### config.mk
export PLATFORM = sky130hd
export DESIGN_NAME = poly_ram_streamer
export DESIGN_NICKNAME = d
export VERILOG_FILES = /design/src/rtl/poly_ram_streamer.sv
export SDC_FILE = /design/constraint.sdc
export NUM_CORES = 1
export LEC_CHECK = 0
export ABC_AREA = 1
export BUFFER_PORTS_ARGS = -buffer_cell sky130_fd_sc_hd__buf_2
export CAP_MARGIN = 15
export CORE_MARGIN = 4
export CORE_UTILIZATION = 40
export DETAILED_ROUTE_END_ITERATION = 16
export SYNTH_ARGS = -nofsm -noshare
export SYNTH_HDL_FRONTEND = slang
export SYNTH_SLANG_ARGS = --single-unit
### constraint.sdc
create_clock -name clk -period 6.7 [get_ports clk]
set_input_delay 0.67 -clock clk [delete_from_list [all_inputs] [get_ports clk]]
set_output_delay 0.67 -clock clk [all_outputs]
set_load 0.05 [all_outputs]
### src/rtl/poly_ram_streamer.sv
// Streams a contiguous, wrapping run of RAM words out as a valid/ready stream,
// hiding the RAM's one-cycle registered read latency behind a 2-entry FIFO.
module poly_ram_streamer #(
    parameter int WIDTH  = 96,
    parameter int LENGTH = 1024,
    parameter int ADDR_W = $clog2(LENGTH)
) (
    input  logic              clk,
    input  logic              rst,
    input  logic              start,
    input  logic [ADDR_W-1:0] base_addr,
    input  logic [ADDR_W:0]   num_words,
    output logic              busy,
    output logic              done,
    output logic              ram_en,
    output logic [ADDR_W-1:0] ram_addr,
    input  logic [WIDTH-1:0]  ram_dout,
    output logic              m_valid,
    output logic [WIDTH-1:0]  m_data,
    output logic              m_last,
    input  logic              m_ready
);

    localparam logic [ADDR_W-1:0] LAST_ADDR = ADDR_W'(LENGTH - 1);

    typedef enum logic [1:0] {IDLE, ISSUE, DRAIN, ZERO} state_t;

    state_t            state;
    state_t            state_next;
    logic [ADDR_W:0]   remaining;
    logic [ADDR_W-1:0] addr;
    logic              inflight;
    logic              inflight_last;
    logic [WIDTH-1:0]  fifo_data [2];
    logic [1:0]        fifo_last;
    logic              wr_ptr;
    logic              rd_ptr;
    logic [1:0]        count;
    logic              push;
    logic              pop;
    logic              issue;
    logic              issue_last;
    logic              done_next;
    logic [2:0]        occupancy;

    assign pop        = m_valid & m_ready;
    assign push       = inflight;
    // Words buffered or in flight once this cycle's pop is taken out.
    assign occupancy  = 3'(count) + 3'(inflight) - 3'(pop);
    assign issue_last = (remaining == {{ADDR_W{1'b0}}, 1'b1});

    assign busy     = (state != IDLE);
    assign ram_en   = issue;
    assign ram_addr = addr;
    assign m_valid  = (count != 2'd0);
    assign m_data   = fifo_data[rd_ptr];
    assign m_last   = fifo_last[rd_ptr] & m_valid;

    always_comb begin
        state_next = state;
        issue      = 1'b0;
        done_next  = 1'b0;
        case (state)
            IDLE: begin
                if (start) begin
                    state_next = (num_words != '0) ? ISSUE : ZERO;
                end
            end
            ISSUE: begin
                if (occupancy < 3'd2) begin
                    issue = 1'b1;
                    if (issue_last) begin
                        state_next = DRAIN;
                    end
                end
            end
            DRAIN: begin
                // Zero occupancy here means the final beat is handshaking now.
                if (occupancy == 3'd0) begin
                    done_next  = 1'b1;
                    state_next = IDLE;
                end
            end
            ZERO: begin
                done_next  = 1'b1;
                state_next = IDLE;
            end
            default: state_next = IDLE;
        endcase
    end

    always_ff @(posedge clk) begin
        if (rst) begin
            state <= IDLE;
        end else begin
            state <= state_next;
        end
    end

    always_ff @(posedge clk) begin
        if (rst) begin
            addr          <= '0;
            remaining     <= '0;
            inflight      <= 1'b0;
            inflight_last <= 1'b0;
            done          <= 1'b0;
            count         <= '0;
            wr_ptr        <= 1'b0;
            rd_ptr        <= 1'b0;
            fifo_last     <= '0;
            for (int unsigned i = 0; i < 2; i++) begin
                fifo_data[i] <= '0;
            end
        end else begin
            done <= done_next;
            if (state == IDLE && start) begin
                addr      <= base_addr;
                remaining <= num_words;
            end else if (issue) begin
                addr      <= (addr == LAST_ADDR) ? '0 : addr + 1'b1;
                remaining <= remaining - 1'b1;
            end
            inflight      <= issue;
            inflight_last <= issue & issue_last;
            if (push) begin
                fifo_data[wr_ptr] <= ram_dout;
                fifo_last[wr_ptr] <= inflight_last;
                wr_ptr            <= ~wr_ptr;
            end
            if (pop) begin
                rd_ptr <= ~rd_ptr;
            end
            count <= count + {1'b0, push} - {1'b0, pop};
        end
    end

endmodule
# Word-level counts from Yosys, hierarchy flattened
# Memories as Yosys holds them, arrays and structs flattened. A register that Yosys moved wholly into a read port is not among the register bits.
# Index checks and enable logic that the tools add are counted.
[word_totals]
regBits = 32
ram_bits = 192
mem_count = 1
[memory_table]
columns = ["name", "words", "word_bits", "rd", "rd_ports_with_merged_regs", "write_ports", "line", "source"]
rows = [
  ["fifo_data", 2, 96, 1, 1, 2, "34", "logic [WIDTH-1:0] fifo_data [2];"],
]
[classes]
add_sub_neg = 6
order_cmp = 4
n_eq_ne = 9
n_mux = 30
bitwise = 5
reduce_logical = 10
[ops]
columns = ["op", "count"]
rows = [
  ["96-bit 2-to-1 mux", 1],
  ["96-bit OR reduction", 1],
  ["10-bit 2-to-1 mux", 3],
  ["11-bit 2-to-1 mux", 2],
  ["1-bit 2-to-1 mux", 15],
  ["11-bit by 1-bit == test with 1-bit output, second input constant", 1],
  ["11-bit nonzero test", 1],
  ["11-bit by 1-bit subtractor with 11-bit output, second input constant", 1],
  ["10-bit by 1-bit adder with 10-bit output, second input constant", 1],
  ["10-bit == test, second input constant", 1],
  ["2-bit 2-to-1 mux", 5],
  ["2-bit != test, second input constant", 4],
  ["2-bit case mux with 4 select lines", 1],
  ["2-bit nonzero test", 3],
  ["2-bit == test, second input constant", 2],
  ["1-bit by 2-bit less-than comparator with 1-bit output, second input constant", 2],
  ["4-bit AND reduction", 1],
  ["2-bit by 1-bit adder with 3-bit output", 1],
  ["1-bit AND", 3],
  ["3-bit zero test", 1],
  ["3-bit by 2-bit less-than comparator with 1-bit output, second input constant", 1],
  ["3-bit by 1-bit subtractor with 3-bit output", 1],
  ["2-bit by 1-bit adder with 2-bit output", 1],
  ["2-bit bitwise mux", 1],
  ["8 further kinds", 10],
]

# Depth between registers and ports, before layout
# Gate-level depths: netlist of the first run.
[depth]
depth_word = 8
depth_mapped = 17
depth_no_buf = 16

# Worst setup path after synthesis of the first run
# Ideal clock, no wire load.
[synth_path]
path_type = "input to register"
startpoint = "input rst"
endpoint = "memory fifo_data[0][0], enable pin"
setup_ps = 458
arrival_time_ps = 3500
t_required_ps = 6242
slack_ps = 2742
path_stages = 7
path_buffers = 4
path_cell_list = "clkbuf_2 > inv_2 > nand3b_1 > buf_2 > buf_2 > buf_6 > nand2_1"
[synth_lines]
columns = ["element", "line", "source"]
rows = [
  ["start: declaration", "9", "input logic rst,"],
  ["end: declaration", "34", ""],
]

# Final worst setup path of the first run
[layout_path]
startpoint = "register count[1]"
endpoint = "output ram_en"
[layout_between]
elab_chain_cells = 6
elab_cells_between_ends = 7
classes_between = "2 x add/sub; 1 x order compare; 2 x mux; 1 x bitwise; 1 x reduce/logical"
[layout_rtl]
columns = ["element", "line", "source"]
rows = [
  ["start: declaration", "38", "logic [1:0] count;"],
  ["start signal: assignment", "133", "count <= count + {1'b0, push} - {1'b0, pop};"],
  ["2-bit nonzero test", "55", "assign m_valid = (count != 2'd0);"],
  ["1-bit AND", "46", "assign pop = m_valid & m_ready;"],
  ["net pop", "40", "logic pop;"],
  ["3-bit by 1-bit subtractor with 3-bit output", "49", "assign occupancy = 3'(count) + 3'(inflight) - 3'(pop);"],
  ["net occupancy[1]", "44", "logic [2:0] occupancy;"],
  ["3-bit by 2-bit less-than comparator with 1-bit output", "70", "if (occupancy < 3'd2) begin"],
  ["1-bit 2-to-1 mux", "70", ""],
  ["1-bit 2-to-1 mux", "63", "case (state)"],
  ["end: declaration", "15", "output logic ram_en,"],
]
# The timed path passes the listed nets, and every way through them passes these cells.

==> results.py, run 1 <==
metrics = {
    "logic_synthesis": {
        "synth_cells": 940,
        "syn_area_mm2": 0.01013,
        "synth_nets": 1067,
        "synth_edf_count": 192,
        "synthDistinctLibCells": 33,
        "synthTopCellsByArea": "edfxtp_1 57%, mux2_2 11%, nor2_1 8.8%",
        "synth_top_family_by_area": "simple AND/OR/NAND/NOR gates",
        "synthMuxAreaShare": 0.1067,
        "synth_simple_gate_area_frac": 0.1574,
        "synth_top_area_share": 0.5693,
        "synthFlopType": "edfxtp_1",
        "synth_warnings": 0,
        "ys_seq_area_frac": 0.6345,
        "avgSynthCellArea_um2": 10.77,
        "synth-compound-area-share": 0.01742,
        "synthAdderAreaFrac": 0.008154,
        "async_reset_ff_frac": 0,
        "yosysTopAreaCell": "edfxtp_1",
        "synth-xor-area-share": 0.003459,
        "ys_ff_latch": 225,
    },
    "clock_network": {
        "cts_inserted_buffers": 25,
        "cts.sinks": 225,
        "post_cts_buffers": 0,
        "clk_latency_ns": 0.51,
        "cts_buffer_depth": 3,
        "htreeDepth": 1,
        "cts_resized": 0,
        "hold_buffers": 0,
        "cts_tree": "yes",
        "clk_pin_slew_ns": 0.06,
        "clock-root-buffer": "clkbuf_16",
    },
    "layout": {
        "nNetsFinal": 1290,
        "areaGrowthSynthToFinish_pct": 22.51,
        "drive_above_1_share": 0.3283,
        "n_antenna_cell": 0,
    },
    "timing": {
        "setup_tns_ns": 0,
        "tightestPinTransition_ns": 0.8209,
        "slew_headroom": 0.4527,
        "setup_violations": 0,
        "drv_slew": 0,
        "fin_crit_sh": 0.5802,
        "hold_viol_final": 0,
        "max_freq_ghz": 0.2572,
        "grt_setup_unrepaired": "false",
        "fin_ws_ns": 2.813,
        "skew_ns": 0.01258,
        "min_period_ns": 3.887,
    },
    "grt": {
        "grt_max_degree": 60,
        "grt_pass1_wl_um": 35870,
        "grt_overflow": 0,
        "antenna_found_initial": 0,
        "first_global_vias": 6813,
        "grt_util_all_layers": 0.1568,
    },
    "floorplan": {
        "io_pins": 232,
        "die_y_um": 167.1,
        "start_util": 0.4116,
        "rows": 57,
        "die-width_um": 167.1,
        "die-area_mm2": 0.02793,
        "core-area_mm2": 0.02460,
    },
    "run_status": {
        "status": "finished, final reports clean",
    },
    "worst_setup_path": {
        "worstPathMaxFanout": 17,
        "arrival_ns": 3.22,
        "r2r_cells": 16,
        "worst-setup-path-type": "reg2out",
        "critical_path.startpoint_type": "flop",
        "endpoint_kind": "primary output",
        "crit_required_ns": 6.03,
    },
    "drt": {
        "via_per_inst": 4.681,
        "wl_um": 22820,
        "drt_first_pass_iters": 5,
        "dr_total_vias": 7050,
        "antenna_left": 0,
        "wire_per_inst_um": 15.15,
        "drt_iter0_markers": 468,
        "drc": 0,
    },
    "place": {
        "dp_hpwl_um": 14680,
        "dp_slack_ns": 3.059,
        "port_buffers": 231,
        "gp_congestion": 0.8504,
    },
    "power": {
        "ir_worst_vdd_mv": 0.1735,
        "p_per_area_mw_per_mm2": 388.1,
        "power.leakage_nw": 5.744,
    },
    "min_path": {
        "hold_path_depth": 3,
        "hp-class": "in2reg",
    },
    "run": {
        "drv_cap": 0,
    },
}
## cell families after synthesis
kind of cell	Yosys count
DFF	225
muxes	96
buffers and inverters	178
xor gates and xnor gates	4
and+or+nand+nor	398
adders and majority gates	6
AOI/OAI and AO/OA	33
## report_power, final
part	leakage [nW]	switching (mW)	internal, mW
clock network	0.418	0.543	0.847
registers	2.26	0.116	1.68
logic	3.07	1.17	0.460
## layout by cell type (no fill, tap or decap), types with 2 or more instances in the layout
cell | netlist | routed
ha_1 | 5 | 5
edfxtp_1 | 192 | 192
buf_2 | 26 | 231
buf_4 | 2 | 5
xnor2_1 | 2 | 2
clkbuf_1 | 9 | 2
nand2_1 | 117 | 115
a21oi_1 | 19 | 19
inv_6 | 0 | 2
inv_1 | 134 | 134
dfxtp_1 | 33 | 32
clkinv_2 | 0 | 5
a31oi_1 | 4 | 4
clkinv_1 | 1 | 3
bufinv_16 | 0 | 3
clkbuf_16 | 0 | 25
nand2_4 | 0 | 2
xor2_1 | 2 | 2
nor2_1 | 237 | 237
nand2_2 | 2 | 2
nor2_4 | 2 | 2
inv_2 | 2 | 2
o21ai_0 | 7 | 7
nand3_1 | 30 | 30
clkbuf_8 | 0 | 4
clkinvlp_4 | 0 | 2
mux2_2 | 96 | 96
nand4_1 | 3 | 3
## sequential cells by signal, summed over array words and instances (netlist names), named ones only
signal / count
wr_ptr: 1
fifo_last: 2
state: 2
fifo_data: 192
count: 2
rd_ptr: 1
inflight_last: 1
inflight: 1
ram_addr: 10
done: 1
remaining: 11
## cells in the mapped netlist (3+ instances only)
master / count
ha_1: 5
o21ai_0: 7
inv_1: 134
mux2_2: 96
nand4_1: 3
edfxtp_1: 192
clkbuf_1: 9
a31oi_1: 4
a21oi_1: 19
nand3_1: 30
buf_2: 26
nand2_1: 117
nor2_1: 237
dfxtp_1: 33
buf_6: 3
## routing by layer
| metal | wire length [um] | part of all wire | up-vias | track usage |
|---|---|---|---|---|
| met4 | 469 | 0.021 | 0 | 0.03700 |
| met5 | 0 | 0 | - | 0 |
| met2 | 10850 | 0.48 | 206 | 0.2587 |
| li1 | - | - | 3504 | - |
| met3 | 1417 | 0.062 | 34 | 0.03230 |
| met1 | 10080 | 0.44 | 3306 | 0.2150 |
## stage by stage
stage | power [mW] | hold slack (ns) | instance area, um2 | instances | util
after floorplan | 3.109 | 0.4477 | 10130 | 940 | -
after global placement | 3.467 | 0.4659 | 11550 | 1460 | 0.4696
after detailed placement | 3.468 | 0.4747 | 11550 | 1460 | 0.4696
after CTS | 4.868 | 0.3996 | 12410 | 1506 | 0.5042
after global routing | 5.062 | 0.4234 | 12410 | 1506 | 0.5042
final | 4.815 | 0.4238 | 12410 | 1506 | 0.5042
## worst max-delay path: stages (launching register included)
cell	delay (ns)
dfxtp_1	0.34
nor2_1	0.09
inv_1	0.06
nand2_1	0.05
inv_1	0.06
ha_1	0.27
inv_1	0.04
ha_1	0.18
fa_1	0.43
inv_1	0.09
nand2_1	0.10
nor3_4	0.61
buf_2	0.39
## final cells by class
type	instances	area, um2
multi-input cells	537	2992
inverters	137	514.2
repair buffers	237	1214
flip-flops and latches	225	6430
clock inverters	15	163.9
fillers	2272	12200
well taps	324	405.4
clock buffers	31	688.2
## final timing paths
kind	start	endpoint	slack (ns)
min reg2reg	inflight_last$_SDFF_PP0_	fifo_last[0]$_SDFFE_PP0P_	0.49
max reg2reg	count[1]$_SDFF_PP0_	remaining[6]$_SDFFE_PP0P_	3.80
max	count[1]$_SDFF_PP0_	ram_en	2.81
min	base_addr[6]	ram_addr[6]$_SDFFE_PP0P_	0.42
(Power assumes the default switching activity.)
==> run 2: changes to the inputs <==
ABC_AREA = 0   (was 1)
clock period = 4.1 ns   (was 6.7 ns; I/O delays follow)
==> results.py, run 2 <==
metrics = {
    "run_status": {
        "status": "finished, final reports clean",
    },
    "layout": {
        "largest_reg_flops": 192,
        "most-common-layout-cells": "231 x buf_2, 193 x and2_1, 192 x edfxtp_1, 96 x mux2_2, 32 x dfxtp_1",
        "n_antenna_cell": 0,
        "nNetsFinal": 1085,
        "final_common_cell": "buf_2",
        "regMostFlops": "fifo_data",
        "fill_cells": 2187,
        "multiInputGateArea_mm2": 0.003334,
        "areaGrowthSynthToFinish_pct": 23.63,
        "regArea_mm2": 0.006430,
        "utilization": 0.5037,
        "drive_above_1_share": 0.3943,
    },
    "worst_setup_path": {
        "slowest_delay_ns": 0.42,
        "slowest_stage": "nand3_1",
        "critPathLaunch": "count[1]$_SDFF_PP0_",
        "r2r_cells": 12,
        "worst-setup-path-type": "reg2out",
        "worstPathMaxFanout": 9,
        "critical_path.startpoint_type": "flop",
        "crit_chain": "or2_2 -> and2_1 -> ha_1 -> inv_1 -> ha_1 -> fa_1 -> xor2_1 -> nand3_1 -> inv_1 -> buf_2",
        "r2r_start": "count[1]$_SDFF_PP0_",
        "reg2reg_slack_ns": 0.82,
        "endpoint_kind": "primary output",
        "crit_required_ns": 3.69,
        "cp-endpoint": "ram_en",
        "arrival_ns": 3.44,
        "worstReg2RegEnd": "ram_addr[9]$_SDFFE_PP0P_",
    },
    "floorplan": {
        "io_pins": 232,
        "rows": 57,
        "die-area_mm2": 0.02743,
        "die_y_um": 165.6,
        "core-area_mm2": 0.02439,
        "start_util": 0.4075,
        "die-width_um": 165.6,
    },
    "timing": {
        "tightestPinTransition_ns": 0.7453,
        "fin_crit_sh": 0.9396,
        "slew_headroom": 0.5008,
        "hold_viol_final": 0,
        "drv_slew": 0,
        "grt_setup_unrepaired": "false",
        "setup_tns_ns": 0,
        "max_freq_ghz": 0.2596,
        "skew_ns": 0.006062,
        "setup_violations": 0,
        "min_period_ns": 3.852,
    },
    "power": {
        "power_switching_share": 0.3537,
        "power_switching_mw": 2.594,
        "p_per_area_mw_per_mm2": 596.9,
        "pwr-share-comb": 0.313,
        "p_seq_frac": 0.396,
        "ir_worst_vdd_mv": 0.3475,
        "clockPowerShare": 0.292,
        "power.leakage_nw": 5.004,
        "p_int_mw": 4.740,
    },
    "logic_synthesis": {
        "yosysTopAreaCell": "edfxtp_1",
        "synth_top_area_share": 0.5801,
        "yosys-top-cells-count": "193 x and2_1, 192 x edfxtp_1, 96 x mux2_2, 33 x clkbuf_1, 33 x dfxtp_1",
        "synthDistinctLibCells": 49,
        "synth_cells": 729,
        "async_reset_ff_frac": 0,
        "ys_ff_latch": 225,
        "synth_edf_count": 192,
        "yosysMostFrequentCell": "and2_1",
        "synth_warnings": 0,
        "syn_area_mm2": 0.009938,
        "synth_nets": 856,
        "synthTopCellsByArea": "edfxtp_1 58%, and2_1 12%, mux2_2 11%",
        "synthFlopType": "edfxtp_1",
        "ys_seq_area_frac": 0.6466,
        "avgSynthCellArea_um2": 13.63,
    },
    "clock_network": {
        "clock-root-buffer": "clkbuf_16",
        "post_cts_buffers": 0,
        "cts_buffer_depth": 3,
        "cts_tree": "yes",
        "htreeDepth": 1,
        "cts.sinks": 225,
        "cts_inserted_buffers": 25,
        "clk_latency_ns": 0.50,
        "clk_pin_slew_ns": 0.06,
        "cts_resized": 0,
        "hold_buffers": 0,
    },
    "drt": {
        "wire_per_inst_um": 17.10,
        "via_per_inst": 4.997,
        "dr_total_vias": 6486,
        "drt_iter0_markers": 350,
        "drc": 0,
        "wl_um": 22190,
        "drt_first_pass_iters": 4,
        "antenna_left": 0,
    },
    "grt": {
        "grt_util_all_layers": 0.1525,
        "grt_overflow": 0,
        "antenna_found_initial": 2,
        "grt_pass1_wl_um": 34150,
        "grt_max_degree": 57,
        "first_global_vias": 6241,
    },
    "place": {
        "port_buffers": 231,
        "gp_congestion": 0.8147,
        "dp_hpwl_um": 14070,
    },
    "run": {
        "drv_cap": 0,
    },
    "min_path": {
        "hp-class": "in2reg",
    },
}
## run 2: cell count changes after synthesis, moves of 8 or more
cell / change
and2_1: +193
nand3_1: -17
buf_2: -25
nand2_1: -94
clkbuf_1: +24
a21oi_1: -8
inv_1: -119
nor2_1: -226
## run 2: worst min-delay path by stage
stage | slack, ns | from | cells past startpoint | end
4_1_cts | 0.15 | base_addr[5] | 3 | ram_addr[5]$_SDFFE_PP0P_
3_3_place_gp | 0.44 | inflight_last$_SDFF_PP0_ | 2 | fifo_last[1]$_SDFFE_PP0P_
6_report | 0.17 | base_addr[2] | 3 | ram_addr[2]$_SDFFE_PP0P_
5_1_grt | 0.16 | base_addr[0] | 3 | ram_addr[0]$_SDFFE_PP0P_
2_1_floorplan | 0.42 | inflight_last$_SDFF_PP0_ | 2 | fifo_last[0]$_SDFFE_PP0P_
3_5_place_dp | 0.45 | inflight_last$_SDFF_PP0_ | 2 | fifo_last[0]$_SDFFE_PP0P_
## run 2: layout make-up
| type | count | share of cell area |
|---|---|---|
| multi-input combinational | 449 | 0.2714 |
| clock buffer | 28 | 0.05183 |
| timing repair buffer | 242 | 0.1039 |
| clock inverter | 15 | 0.01202 |
| inverter | 15 | 0.004582 |
| sequential | 225 | 0.5233 |
| tap | 324 | 0.03299 |
## run 2: critical path: cells and delay by family (launching register included)
family                   cells  cell delay [ns]
buffers and inverters        3             0.49
adder cells (fa/ha/maj)      3             0.86
flip-flops                   1             0.34
XOR/XNOR                     1             0.36
AND/OR/NAND/NOR              3             0.90
## run 2: stage by stage
step	setup WS, ns	cells	total power [mW]	hold WS, ns	cell area [um2]
floorplan	0.8080	729	4.686	0.4249	9938
global placement	0.8418	1255	5.247	0.4387	11500
detailed placement	0.8063	1255	5.260	0.4522	11500
CTS	0.2370	1298	7.435	0.1471	12290
global route	0.01765	1298	7.672	0.1631	12290
finish	0.2475	1298	7.335	0.1743	12290
## run 2: logic make-up (layout without fill, tap and decap cells)
family	Yosys count	after routing	share of synthesized area
flip-flops	225	225	0.6466
XOR/XNOR	6	6	0.005288
adder cells (fa/ha/maj)	6	6	0.008309
AO/OA/AOI/OAI	58	58	0.04004
buffers and inverters	55	300	0.02090
AND/OR/NAND/NOR	282	282	0.1691
multiplexers	97	97	0.1098
## run 2: power groups by stage
stage          sequential, mW  clock, mW  combinational [mW]
4_1_cts                  2.91       2.21                2.32
2_1_floorplan            2.92          0                1.76
3_5_place_dp             2.95          0                2.31
6_report                 2.90       2.14                2.29
3_3_place_gp             2.94          0                2.30
5_1_grt                  2.93       2.31                2.43
## run 2: layer usage
| layer | share of wire | global-route usage | routed length [um] |
|---|---|---|---|
| met5 | 0.0012 | 0 | 27 |
| met2 | 0.46 | 0.2459 | 10310 |
| met1 | 0.45 | 0.2135 | 9961 |
| met4 | 0.018 | 0.03694 | 398 |
| met3 | 0.067 | 0.03146 | 1492 |
